==> src/rtl/cpu_data_memory.sv <==
// 64x8 CPU data/program memory: zero-fill after reset, byte-stream image load,
// then single-cycle-latency CPU reads and writes from the responder side of the bus.
module cpu_data_memory #(
  parameter int ADDR_W         = 6,
  parameter int DATA_W         = 8,
  parameter bit CLEAR_ON_RESET = 1'b1
) (
  input  logic              clk,
  input  logic              reset,
  input  logic [ADDR_W-1:0] adr_bus,
  input  logic              rd_mem,
  input  logic              wr_mem,
  input  logic [DATA_W-1:0] data_in,
  output logic [DATA_W-1:0] data_out,
  output logic              rd_valid,
  output logic              busy,
  input  logic              ld_valid,
  input  logic [DATA_W-1:0] ld_data,
  input  logic              ld_last,
  output logic              ld_ready,
  output logic              ld_done,
  output logic [ADDR_W:0]   ld_count
);

  localparam int DEPTH = 2 ** ADDR_W;
  localparam logic [ADDR_W-1:0] PTR_LAST   = ADDR_W'(DEPTH - 1);
  localparam logic [ADDR_W:0]   COUNT_FULL = (ADDR_W + 1)'(DEPTH);

  typedef enum logic [1:0] {
    ST_CLEAR = 2'd0,
    ST_LOAD  = 2'd1,
    ST_RUN   = 2'd2
  } state_t;

  localparam state_t ST_AFTER_RESET = CLEAR_ON_RESET ? ST_CLEAR : ST_LOAD;

  logic [DATA_W-1:0] mem [DEPTH];
  logic [DATA_W-1:0] mem_rd_q;

  state_t            state_q, state_d;
  logic [ADDR_W-1:0] ptr_q, ptr_d;
  logic [ADDR_W:0]   count_q, count_d;
  logic              done_q, done_d;
  logic              busy_q, busy_d;
  logic              rd_valid_q, rd_valid_d;
  logic              out_live_q, out_live_d;

  logic              mem_we, mem_re;
  logic              mem_we_en, mem_re_en;
  logic [ADDR_W-1:0] mem_wadr;
  logic [DATA_W-1:0] mem_wdata;

  always_comb begin
    state_d    = state_q;
    ptr_d      = ptr_q;
    count_d    = count_q;
    done_d     = done_q;
    busy_d     = busy_q;
    rd_valid_d = 1'b0;
    out_live_d = out_live_q;
    mem_we     = 1'b0;
    mem_re     = 1'b0;
    mem_wadr   = ptr_q;
    mem_wdata  = '0;

    unique case (state_q)
      ST_CLEAR: begin
        mem_we = 1'b1;
        ptr_d  = ptr_q + 1'b1;
        if (ptr_q == PTR_LAST) begin
          state_d = ST_LOAD;
        end
      end
      ST_LOAD: begin
        if (ld_valid) begin
          mem_we    = 1'b1;
          mem_wdata = ld_data;
          ptr_d     = ptr_q + 1'b1;
          if (count_q != COUNT_FULL) begin
            count_d = count_q + 1'b1;
          end
          // Leaving on the 64th byte keeps the wrapped pointer from ever reusing address 0.
          if (ld_last || (ptr_q == PTR_LAST)) begin
            state_d = ST_RUN;
            done_d  = 1'b1;
            busy_d  = 1'b0;
          end
        end
      end
      ST_RUN: begin
        if (wr_mem) begin
          mem_we    = 1'b1;
          mem_wadr  = adr_bus;
          mem_wdata = data_in;
        end
        if (rd_mem) begin
          mem_re     = 1'b1;
          rd_valid_d = 1'b1;
          out_live_d = 1'b1;
        end
      end
      default: begin
        state_d = ST_AFTER_RESET;
      end
    endcase
  end

  // The array has no reset of its own, so hold off every access while reset is low.
  assign mem_we_en = mem_we && reset;
  assign mem_re_en = mem_re && reset;

  always_ff @(posedge clk) begin
    if (mem_we_en) begin
      mem[mem_wadr] <= mem_wdata;
    end
    if (mem_re_en) begin
      mem_rd_q <= mem_we_en ? mem_wdata : mem[adr_bus];
    end
  end

  always_ff @(posedge clk or negedge reset) begin
    if (!reset) begin
      state_q    <= ST_AFTER_RESET;
      ptr_q      <= '0;
      count_q    <= '0;
      done_q     <= 1'b0;
      busy_q     <= 1'b1;
      rd_valid_q <= 1'b0;
      out_live_q <= 1'b0;
    end else begin
      state_q    <= state_d;
      ptr_q      <= ptr_d;
      count_q    <= count_d;
      done_q     <= done_d;
      busy_q     <= busy_d;
      rd_valid_q <= rd_valid_d;
      out_live_q <= out_live_d;
    end
  end

  // Read data stays at zero after reset until the first real read lands in mem_rd_q.
  assign data_out = out_live_q ? mem_rd_q : '0;
  assign rd_valid = rd_valid_q;
  assign busy     = busy_q;
  assign ld_ready = (state_q == ST_LOAD) && reset;
  assign ld_done  = done_q;
  assign ld_count = count_q;

endmodule

==> config.mk <==
export PLATFORM = sky130hd
export DESIGN_NAME = cpu_data_memory
export DESIGN_NICKNAME = d
export VERILOG_FILES = /design/src/rtl/cpu_data_memory.sv
export SDC_FILE = /design/constraint.sdc
export NUM_CORES = 1
export LEC_CHECK = 0
export ABC_AREA = 1
export CORE_ASPECT_RATIO = 1.5
export CORE_MARGIN = 2
export CORE_UTILIZATION = 30
export DETAILED_ROUTE_END_ITERATION = 10
export HOLD_SLACK_MARGIN = 0.1
export MAX_ROUTING_LAYER = met4
export PLACE_DENSITY = 0.48
export SKIP_CTS_REPAIR_TIMING = 1
export SLEW_MARGIN = 20
export SYNTH_ARGS = -nofsm -noshare
export SYNTH_HDL_FRONTEND = slang
export SYNTH_SLANG_ARGS = --single-unit
==> constraint.sdc <==
create_clock -name clk -period 5.7 [get_ports clk]
set_clock_uncertainty 0.05 [all_clocks]
set_input_delay 0.57 -clock clk [delete_from_list [all_inputs] [get_ports clk]]
set_output_delay 0.57 -clock clk [all_outputs]
set_load 0.02 [all_outputs]
Word-level counts from Yosys, hierarchy flattened

Memory sizes are Yosys's and may differ from the RTL's. A register that Yosys moved wholly into a read port is not among the register bits.
Index checks and enable logic that the tools add are counted.

Bits in writable memories: 512
Flip-flop bits (word level): 19
Word-level logic and storage cells: 48
Output and inout bits: 19
Memories kept: 1

Memory list:

| memory | depth | width | rd ports | clocked after memory_dff | write ports | RTL line | text |
|---|---|---|---|---|---|---|---|
| mem    | 64    | 8     | 1        | 1                        | 1           | 37       | `logic [DATA_W-1:0] mem [DEPTH];` |

Bitwise gates (word level): 1
Mux-type cells: 19
Add/subtract/negate cells: 2
Equal/unequal tests: 7
Reduce and logical (&&, ||, !) cells: 11

Operators with widths:

| cell                  | number |
|---|---|
| $mux W8               | 3 |
| $mux W6               | 3 |
| $pmux W8 S2           | 1 |
| $pmux W6 S2           | 1 |
| $add A7 B1 Y7 const B | 1 |
| $ne A7 B7 Y1 const B  | 1 |
| $add A6 B1 Y6 const B | 1 |
| $eq A6 B6 Y1 const B  | 1 |
| $mux W1               | 6 |
| $mux W2               | 3 |
| $ne A2 B2 Y1 const B  | 3 |
| $pmux W2 S3           | 1 |
| $reduce_and A3 Y1     | 2 |
| $reduce_and A2 Y1     | 2 |
| $reduce_and A4 Y1     | 1 |
| $logic_and A1 B1 Y1   | 3 |
| $pmux W1 S3           | 1 |
| $eq A2 B1 Y1 const B  | 1 |
| $eq A2 B2 Y1 const B  | 1 |
| $logic_not A2 Y1      | 1 |
| $reduce_bool A2 Y1    | 1 |
| $logic_or A1 B1 Y1    | 1 |
| $not A1 Y1            | 1 |

Logic depth before layout (Yosys ltp)

Depth after elaboration: 5
Gate-level depth with buffers: 14
Depth with buffers taken out: 12

Least setup slack after synthesis

Ideal clock, no wire load.

Path kind: register -> register
From: reg state_q[0]
To: mem mem[0][0] (data pin)
Library setup time: 0.555 ns
Buffers on the path: 1
Arrival: 2.905 ns
Path slack: 2.191 ns
Required time: 5.095 ns
Clock period less this slack: 3.509 ns
Stages on the path, launching flop included: 6
Cell sequence: dfrtp_1 > inv_1 > ha_1 > clkbuf_1 > nand3_1 > a21oi_1

Word-level cells in the longest chain between the ends: 2
Elaborated cells between the ends (all ways): 3
Those cells by class: eq/ne: 2; mux: 1

Ends and longest elaborated chain:

| item                                         | RTL line | text |
|---|---|---|
| start: declaration                           | 40       | `state_t state_q, state_d;` |
| start signal: assignment                     | 131      | `state_q <= state_d;` |
| $eq A2 B2 Y1 or $eq A2 B1 Y1 (tied branches) | 66       | `unique case (state_q)` |
| $pmux W8 S2 *                                | 66       |  |
| via mem_wdata[0]                             | 51       | `logic [DATA_W-1:0] mem_wdata;` |
| end: declaration                             | 37       |  |

Mark *: on every way through the listed nets, which the timed path passes. The rest lies on a longest branch.

Worst setup path in the final report

From: reg state_q[0]
To: mem mem[60][3] (enable)

Word-level cells in the longest chain between the ends: 5
Elaborated cells between the ends (all ways): 8
Those cells by class: eq/ne: 2; mux: 4; reduce/logical: 2

Ends and longest elaborated chain:

| item                                 | RTL line | text |
|---|---|---|
| $eq A2 B2 Y1 (tied with other cells) | 66       |  |
| $pmux W1 S3                          | 66       |  |
| $logic_and A1 B1 Y1                  | 109      | `assign mem_we_en = mem_we && reset;` |
| $mux W1                              | 113      | `if (mem_we_en) begin` |
| $mux W1 (not written as such)        | 114      | `mem[mem_wadr] <= mem_wdata;` |

Parallel ways exist; a longest one is shown, timed or not.

==> impl_metrics.env <==
export IMPL_max_slew_worst_pin_slew_ps=1010
export IMPL_wl_um=63900
export IMPL_route_detailed_drc=0
export IMPL_setup_violations=0
export IMPL_critical_path_class="register to register"
export IMPL_syn_num_nets=2054
export IMPL_synth_area_um2=22700
export IMPL_place_hpwl_um=38400
export IMPL_nets=2057
export IMPL_tritoncts="done"
export IMPL_start_util_pct=30.3
export IMPL_ys_flop_type="edfxtp_1"
export IMPL_async_reset_ff_share_pct=3.53
export IMPL_critPathCaptureType="register"
export IMPL_synth_seq_cells=539
export IMPL_synthMuxAreaShare_pct=0.0992
export IMPL_grt_max_degree=171
export IMPL_drt_initial_drc_count=1202
export IMPL_synth_simple_area_share_pct=23.9
export IMPL_drive_above_1_share_pct=6.02
export IMPL_antenna_found_initial=2
export IMPL_ios=47
export IMPL_overflow=0
export IMPL_viasPerCell=4.83
export IMPL_ys_seq_area_share_pct=70.9
export IMPL_die_area_um2=78000
export IMPL_wire_per_inst_um=20.9
export IMPL_ir_drop_uv=196
export IMPL_area_growth_pct=13.2
export IMPL_outcome="finished, final reports clean"
export IMPL_rsz0062_at_grt="false"
export IMPL_cp_max_fo=13
export IMPL_cts_sinks=539
export IMPL_die_height_um=341
export IMPL_fmaxAchievable_mhz=285
export IMPL_h_tree_depth=2
export IMPL_hold_ws_ps=287
export IMPL_synth_warning_count=0
export IMPL_grt_pass1_vias=15000
export IMPL_timing_final_crit_share_pct=61.6
export IMPL_arrival_ps=3670
export IMPL_cts_buffers=50
export IMPL_period_minus_slack_ps=3510
export IMPL_synth_compound_area_share_pct=0.964
export IMPL_hold_viol=0
export IMPL_syn_inst=2018
export IMPL_place_congestion=0.841
export IMPL_synth_adder_area_share_pct=0.441
export IMPL_rows=123
export IMPL_cap_violations=0
export IMPL_grt_pass1_wl_um=95200
export IMPL_coreArea_um2=74900
export IMPL_clkLatencyLatePin_ps=580
export IMPL_grtUsageTotal_pct=16.7
export IMPL_synth_edff_count=520
export IMPL_port_buffer_count=46
export IMPL_ys_types=38
export IMPL_worstPathRequired_ps=5860
export IMPL_synth_top_family_by_area="simple AND/OR/NAND/NOR gates"
export IMPL_clk_pin_slew_worst_paths_ps=60
export IMPL_p_leak_nw=9.27
export IMPL_holdCritPathClass="input port to async pin"
export IMPL_synth_xor_area_share_pct=0.386
export IMPL_dr_pass1_iters=5
export IMPL_relSlewSlack_pct=32.8
export IMPL_slew_viol_final=0
export IMPL_die_w_um=229
export IMPL_vias=14800
export IMPL_fin_setup_tns_ps=0
export IMPL_crit_path_start_kind="register"
export IMPL_avgSynthCellArea_um2=11.3
export IMPL_ant_nets=0
export IMPL_p_per_area_nw_per_um2=377
export IMPL_cts_path_max_buffers=3
export IMPL_root_buffer="clkbuf_16"
registers in the layout, summed over array words and instances (netlist names):
| register | cells |
|---|---|
| mem_rd_q | 8 |
| mem | 512 |
| out_live_q | 1 |
| busy | 1 |
| ptr_q | 6 |
| rd_valid | 1 |
| ld_done | 1 |
| ld_count | 7 |
| state_q | 2 |
cell type report:
type	count	area [um2]
Fill cell	7481	49200
Sequential cell	539	16100
Multi-Input combinational cell	1319	5950
Clock buffer	60	1310
Tap cell	1000	1250
Timing Repair Buffer	66	629
Clock inverter	31	292
Inverter	45	181
Antenna cell	2	5.00
routing by layer:
metal | vias up | GRT usage, % | part of all wire, %
met2 | 373 | 29.6 | 52
li1 | 7009 | - | -
met3 | 149 | 1.80 | 3.6
met5 | - | - | 0
met1 | 7272 | 18.6 | 39
met4 | 0 | 8.50 | 5.1
placed cells by master (no fill, tap or decap), drive strengths merged, types with 2 or more instances in the layout:
cell type	count
nor2	82
o22ai	2
inv	43
nand2	717
edfxtp	520
a21oi	12
xnor2	2
bufinv	6
buf	23
nand3	456
clkinv	27
xor2	8
nand4	10
o21ai	12
clkbuf	60
ha	8
clkdlybuf4s50	43
diode	2
mux2	2
dfrtp	18
nor3	4
power by group:
group / internal [mW] / leakage [nW] / switching, mW / total (mW)
logic: 0.362 / 3.46 / 1.23 / 1.60
registers: 4.67 / 5.02 / 0.0776 / 4.74
clock network: 1.90 / 0.783 / 1.45 / 3.36
cells by family after synthesis:
logic type	Yosys count
AND/OR/NAND/NOR	1270
AO/OA/AOI/OAI	29
buffers and inverters	160
XOR/XNOR	10
flip-flops	539
multiplexers	2
adder cells (fa/ha/maj)	8
path summary, 6_finish.rpt:
check / cells past startpoint / slack, ps / endpoint / startpoint
max: 8 / 2190 / mem[60][3]$_DFFE_PP_ / state_q[0]$_DFFE_PN0P_
max in group asynchronous: 2 / 5020 / busy$_DFFE_PN1P_ / reset
min reg2reg: 2 / 410 / busy$_DFFE_PN1P_ / busy$_DFFE_PN1P_
min in group clk: 2 / 410 / busy$_DFFE_PN1P_ / busy$_DFFE_PN1P_
min: 2 / 290 / rd_valid$_DFF_PN0_ / reset
max reg2reg: 8 / 2190 / mem[60][3]$_DFFE_PP_ / state_q[0]$_DFFE_PN0P_
metrics by stage:
step / cells / worst slack [ps] / utilization, % / total power [mW] / cell area, um2
finish: 3062 / 2190 / 34.3 / 9.70 / 25700
global route: 3062 / 1970 / 34.3 / 10.1 / 25700
CTS: 3060 / 2150 / 34.3 / 9.79 / 25700
detailed placement: 2969 / 1860 / 32.2 / 6.45 / 24100
global placement: 2969 / 1950 / 32.2 / 6.43 / 24100
floorplan: 2018 / 2190 / - / 5.75 / 22700
critical path, stage by stage, from the launching register on:
cell and delay [ps]:
dfrtp_1 410, inv_1 110, ha_1 420, nand2_4 230
o21ai_2 290, inv_2 60, nor2_1 220, nand3_1 520
nor2_1 810
cells in the mapped netlist, drive strengths merged (4+ instances only):
master / instances / area, um2
a21oi: 12 / 60.1
buf: 94 / 500
clkbuf: 21 / 78.8
dfrtp: 18 / 450
edfxtp: 520 / 15600
ha: 8 / 100
inv: 42 / 163
nand2: 717 / 2700
nand3: 456 / 2290
nand4: 10 / 62.6
nor2: 82 / 348
nor3: 4 / 20.0
o21ai: 12 / 105
xor2: 8 / 70.1
(Power assumes the default switching activity.)
